==> config.mk <==
export PLATFORM = sky130hd
export DESIGN_NAME = btb_update_ctrl
export DESIGN_NICKNAME = d
export VERILOG_FILES = /design/src/rtl/btb_update_ctrl.sv
export SDC_FILE = /design/constraint.sdc
export NUM_CORES = 1
export LEC_CHECK = 0
export ABC_CLOCK_PERIOD_IN_PS = 18400
export CORE_MARGIN = 2
export CORE_UTILIZATION = 54
export DETAILED_ROUTE_END_ITERATION = 8
export GPL_TIMING_DRIVEN = 0
export PLACE_DENSITY_LB_ADDON = 0.3
export SYNTH_ARGS = -nofsm -noshare
export SYNTH_HDL_FRONTEND = slang
export SYNTH_SLANG_ARGS = --single-unit
==> constraint.sdc <==
create_clock -name clk -period 18.4 [get_ports clk]
set_input_delay 5.52 -clock clk [delete_from_list [all_inputs] [get_ports clk]]
set_output_delay 5.52 -clock clk [all_outputs]
set_load 0.01 [all_outputs]
==> src/rtl/btb_update_ctrl.sv <==
// BTB write-port controller: invalidation sweep after reset/flush, then drains
// buffered branch-resolution updates from two requesters at one write per cycle.
// Latency: an update accepted in cycle t with an empty FIFO is written in t+1.
// Backpressure: ready is computed from FIFO free space at the start of the
// cycle; requester 1 loses first when both compete for the last slot.
//
// Ports:
//   clk, rst                      clock, synchronous active-high reset
//   flush_i                       drop queued updates, restart the sweep
//   req{0,1}_valid_i/_ready_o     update handshake (req0 has priority)
//   req{0,1}_pc_i/_bta_i/_br_type_i  update payload (pc/target are [31:2])
//   btb_we_o, btb_wpc_o, btb_bta_o, btb_br_type_o, btb_valid_o  BTB write port
//   busy_o                        sweep in progress, BTB lookups untrustworthy
module btb_update_ctrl #(
    parameter int ADDR_WIDTH = 10,
    parameter int FIFO_DEPTH = 4
) (
    input  logic        clk,
    input  logic        rst,
    input  logic        flush_i,
    input  logic        req0_valid_i,
    output logic        req0_ready_o,
    input  logic [29:0] req0_pc_i,
    input  logic [29:0] req0_bta_i,
    input  logic [1:0]  req0_br_type_i,
    input  logic        req1_valid_i,
    output logic        req1_ready_o,
    input  logic [29:0] req1_pc_i,
    input  logic [29:0] req1_bta_i,
    input  logic [1:0]  req1_br_type_i,
    output logic        btb_we_o,
    output logic [29:0] btb_wpc_o,
    output logic [29:0] btb_bta_o,
    output logic [1:0]  btb_br_type_o,
    output logic        btb_valid_o,
    output logic        busy_o
);
    localparam int PW = $clog2(FIFO_DEPTH);
    localparam int CW = PW + 1;

    typedef enum logic {SWEEP, RUN} state_t;

    typedef struct packed {
        logic [29:0] pc;
        logic [29:0] bta;
        logic [1:0]  br_type;
    } upd_t;

    state_t                state;
    logic [ADDR_WIDTH-1:0] cnt;
    upd_t                  mem [FIFO_DEPTH];
    logic [PW-1:0]         wr_ptr;
    logic [PW-1:0]         rd_ptr;
    logic [PW-1:0]         wr_ptr1;
    logic [CW-1:0]         count;
    logic [CW-1:0]         free;
    logic                  run;
    logic                  head_vld;
    logic                  acc0;
    logic                  acc1;
    upd_t                  head;

    assign run      = (state == RUN);
    assign free     = CW'(FIFO_DEPTH) - count;
    assign head_vld = run && (count != '0);
    assign head     = mem[rd_ptr];

    // Ready is gated by flush and rst so nothing is accepted in a cycle whose
    // queue contents are about to be thrown away.
    assign req0_ready_o = run && !flush_i && !rst && (free >= CW'(1));
    assign req1_ready_o = run && !flush_i && !rst &&
                          (req0_valid_i ? (free >= CW'(2)) : (free >= CW'(1)));

    assign acc0 = req0_valid_i && req0_ready_o;
    assign acc1 = req1_valid_i && req1_ready_o;

    // req1 lands behind req0 when both are accepted together.
    assign wr_ptr1 = wr_ptr + PW'(acc0);

    assign busy_o = !run;

    always_comb begin
        btb_we_o      = 1'b0;
        btb_valid_o   = 1'b0;
        btb_wpc_o     = '0;
        btb_bta_o     = '0;
        btb_br_type_o = '0;
        if (!run) begin
            // Sweep index sits in pc[ADDR_WIDTH+2:3], i.e. wpc[ADDR_WIDTH:1].
            btb_we_o                  = 1'b1;
            btb_wpc_o[ADDR_WIDTH:1]   = cnt;
        end else if (head_vld) begin
            btb_we_o      = 1'b1;
            btb_valid_o   = 1'b1;
            btb_wpc_o     = head.pc;
            btb_bta_o     = head.bta;
            btb_br_type_o = head.br_type;
        end
    end

    always_ff @(posedge clk) begin
        if (rst || flush_i) begin
            state  <= SWEEP;
            cnt    <= '0;
            wr_ptr <= '0;
            rd_ptr <= '0;
            count  <= '0;
        end else if (state == SWEEP) begin
            cnt <= cnt + ADDR_WIDTH'(1);
            if (cnt == '1) begin
                state <= RUN;
            end
        end else begin
            wr_ptr <= wr_ptr + PW'(acc0) + PW'(acc1);
            rd_ptr <= rd_ptr + PW'(head_vld);
            count  <= count + CW'(acc0) + CW'(acc1) - CW'(head_vld);
        end
    end

    // Payload storage needs no reset: it is only observed through count.
    always_ff @(posedge clk) begin
        if (acc0) begin
            mem[wr_ptr] <= '{pc: req0_pc_i, bta: req0_bta_i, br_type: req0_br_type_i};
        end
        if (acc1) begin
            mem[wr_ptr1] <= '{pc: req1_pc_i, bta: req1_bta_i, br_type: req1_br_type_i};
        end
    end
endmodule
# Word level (Yosys, flattened, before mapping)
# Memory sizes are Yosys's and may differ from the RTL's. A register that Yosys moved wholly into a read port is not among the register bits.
# Cells that the tools add are included.
[op_classes] add_sub_neg=8 order_cmp=2 eq_ne=1 muxes=20 n_reduce_logical=12
[op_table] cell="$mux 30" n=3
[op_table] cell="$mux 19" n=1
[op_table] cell="$mux 1" n=11
[op_table] cell="$add 10x1->10 const B" n=1
[op_table] cell="$eq 10x10->1 const B" n=1
[op_table] cell="$mux 10" n=1
[op_table] cell="$mux 2" n=4
[op_table] cell="$logic_and 1x1->1" n=7
[op_table] cell="$add 2x1->2" n=3
[op_table] cell="$add 3x1->3" n=2
[op_table] cell="$ge 3x1->1 const B" n=1
[op_table] cell="$ge 3x2->1 const B" n=1
[op_table] cell="$logic_not 1->1" n=3
[op_table] cell="$reduce_bool 3->1" n=1
[op_table] cell="$sub 3x1->3" n=1
[op_table] cell="$sub 3x3->3 const A" n=1
[op_table] cell="$logic_or 1x1->1" n=1
[totals] register_bits=18 ramBits=248 output_inout_bits=67 elab_cells=49 mem_count=1
[memory_table] name="mem" words=4 width=62 rd=1 rd_clocked_by_memory_dff=1 wr=2 line="51" text="upd_t mem [FIFO_DEPTH];"

# Logic depth before layout (Yosys ltp)
[depth] ltp_word=8 depth_mapped=14 depth_no_buf=14

# Worst setup path before layout
# OpenSTA, ideal clock, no wires.
[synth_timing] kind="input to output" from="input flush_i" to="output req1_ready_o" t_arrival_ns=5.942 required_time_ns=12.880 slack_ns=6.938 path_stages=3 path_cell_list="nor2_1 o211ai_1 nor2_1"
[synth_via] elab_chain_cells=4
[synth_rtl] element="start, declared" line="20" text="input logic flush_i,"
[synth_rtl] element="$logic_not 1->1" line="71" text="assign req1_ready_o = run && !flush_i && !rst &&"
[synth_rtl] element="$logic_and 1x1->1 (3 in a row)" line="71"
[synth_rtl] element="end, declared" line="27" text="output logic req1_ready_o,"
# No other way between the ends.

# Final worst setup path
# Same ends and word-level chain as after synthesis.

==> results.json <==
{
  "status": "complete, no violations",
  "grt_pass1_wl_um": 47300,
  "grt_pass1_vias": 8307,
  "synth_top_cell_by_area": "edfxtp_1",
  "fill_cells": 1784,
  "timing.final.crit_share_pct": 68.2,
  "r2r_start": "count[1]",
  "post-dp-hpwl_um": 21100,
  "cap_violations": 0,
  "place_congestion": 0.740,
  "synthArstFlopShare_pct": 0,
  "antenna_found_initial": 1,
  "core_um2": 25800,
  "end_kind": "output pin",
  "startpoint_type": "input pin",
  "placed_area_um2": 16800,
  "hold_class": "flop to flop",
  "clk_latency_ps": 530,
  "leakagePower_nw": 6.19,
  "ys_ff_latch": 268,
  "drc": 0,
  "cp.required_ps": 12880,
  "finalWirelength_um": 31800,
  "path_clk_slew_ps": 60,
  "area_delta_synth_final_pct": 25.6,
  "synth_top_area_share_pct": 52.8,
  "hold_viol": 0,
  "synth.distinct_cells": 45,
  "grt_use_total_pct": 23.2,
  "die_h_um": 166,
  "final_nets": 1171,
  "maxSlewViolCount": 0,
  "synth_edf_count": 248,
  "yosys_warnings": 0,
  "worst_pin_slew_ps": 1100,
  "post_cts_buffers": 0,
  "setup.worst_path.start": "flush_i",
  "postRouteAntennaNets": 0,
  "root_buffer": "clkbuf_16",
  "fp.dieW_um": 166,
  "rows": 59,
  "synth_common_cells": "edfxtp_1, mux2_2, mux2_4",
  "crit_arrival_ps": 7040,
  "synthTopCellsByArea": "edfxtp_1, mux2_4, mux2_2",
  "irDropWorstVdd_uv": 74.6,
  "worstPathMaxFanout": 3,
  "dr.first_iter.drc_count": 636,
  "fin_skew_ps": 6.46,
  "dieArea_um2": 27400,
  "synth_cells": 794,
  "grt_max_degree": 26,
  "syn-cell-area_um2": 14100,
  "port_buffers": 195,
  "vias_per_cell": 5.69,
  "io_pins": 196,
  "finalSetupViolations": 0,
  "initial_core_util_pct": 54.5,
  "period_needed_ps": 12560,
  "numCtsBuffers": 28,
  "fmax_mhz": 79.6,
  "cts-htree-levels": 1,
  "avgSynthCellArea_um2": 17.7,
  "design_area_um2": 17700,
  "ys_seq_area_share_pct": 55.7,
  "drive_gt1_share_pct": 38.4,
  "rsz0062_at_grt": "false",
  "hp-start": "count[0]",
  "mappedNetlistNets": 934,
  "relSlewSlack_pct": 26.1,
  "tns_ps": 0,
  "wire_per_inst_um": 22.9,
  "post_cts_resized": 0,
  "synth_ff_type": "edfxtp_1",
  "hold_buffers": 0,
  "cts_buffer_depth": 3,
  "yosysMostFrequentCell": "edfxtp_1",
  "dr_total_vias": 7908,
  "cellPowerDensity_nw_per_um2": 73.6,
  "power_mw": 1.30,
  "clock-sinks": 268,
  "tritoncts": "yes",
  "path_class": "input pin to output pin",
  "dr.pass1.iters": 5,
  "grt-ovfl-total": 0
}
## through the flow
stage	utilization, %	hold WS (ps)	std cells	setup slack (ps)
final	68.5	522	1389	5840
after global routing	68.5	556	1388	5800
after CTS	68.5	524	1388	5880
after detailed placement	65.0	513	1336	5880
after global placement	63.7	506	1324	2430
after floorplan	-	471	794	6940
## path summary, 6_finish.rpt
kind	endpoint	slack (ps)	cells after the start
min reg2reg	count[0]	520	2
max	req1_ready_o	5840	5
min	count[0]	520	2
max reg2reg	mem[2][17]	13780	13
## final cells by class
type / instances / area, um^2 / share of cell area [%]
Tap cell: 335 / 419 / 2.37
Inverter: 12 / 47.5 / 0.269
Multi-Input combinational cell: 463 / 5750 / 32.5
Buffer: 51 / 498 / 2.81
Clock inverter: 12 / 130 / 0.735
Antenna cell: 1 / 2.50 / 0.0141
Sequential cell: 268 / 7850 / 44.3
Timing Repair Buffer: 207 / 2220 / 12.6
Clock buffer: 40 / 787 / 4.45
## kinds of logic (layout without fill, tap and decap cells)
group / after synthesis / after routing / synth area share, %
mux: 314 / 314 / 33.2
compound gates: 22 / 22 / 1.12
buf+inv: 63 / 322 / 3.87
fa+ha+maj: 11 / 11 / 1.08
xor+xnor: 13 / 13 / 0.808
simple gates: 103 / 103 / 4.28
other cells: 0 / 1 / 0
flops: 268 / 268 / 55.7
## critical path: stages
cell	delay, ps
clkdlybuf4s50_1	410
nor2_1	240
o211ai_1	150
nor2_1	160
clkdlybuf4s50_1	560
## where the power goes
group,switching (mW),internal (mW),leakage (nW)
Clock,0.224,0.338,0.451
Sequential,0.000322,0.665,2.39
Combinational,0.0251,0.0522,3.35
## registers in the layout, summed over array words and instances, names as in the netlist, named ones only
name and count:
cnt 10, mem 248, run 1, wr_ptr 2
rd_ptr 2, count 3
## routing by layer
metal,global-route usage [%],share of wire [%],routed length [um],vias up
li1,-,-,-,3611
met1,30.1,41,12900,3989
met2,41.4,51,16200,271
met3,3.95,6.9,2180,37
met4,4.58,1.4,444,0
met5,0,0,0,-
## cell usage in the layout (no fill, tap or decap), types with 2 or more instances in the layout
master / netlist / routed
buf_2: 6 / 6
nand4bb_1: 2 / 2
mux2_2: 130 / 130
and2_1: 53 / 53
clkbuf_16: 0 / 29
buf_6: 12 / 12
inv_1: 11 / 11
dfxtp_1: 20 / 20
buf_12: 12 / 15
mux4_2: 62 / 62
nand4_1: 2 / 2
mux2i_1: 4 / 4
clkinv_2: 0 / 5
clkbuf_8: 1 / 3
or3_1: 2 / 2
nor3_1: 2 / 2
edfxtp_1: 248 / 248
buf_1: 2 / 2
a22o_1: 7 / 7
nand2_1: 9 / 9
clkinv_1: 0 / 4
buf_16: 0 / 6
clkdlybuf4s50_1: 0 / 195
xnor2_1: 10 / 10
xor2_1: 3 / 3
nor2_1: 22 / 22
o31ai_4: 0 / 2
a21oi_1: 2 / 2
bufinv_16: 0 / 3
mux2_4: 118 / 118
o21ai_0: 6 / 5
nand3b_1: 2 / 2
buf_8: 0 / 3
clkbuf_1: 17 / 26
fa_1: 2 / 2
ha_1: 9 / 9
Power figures use the tool's default switching activity.
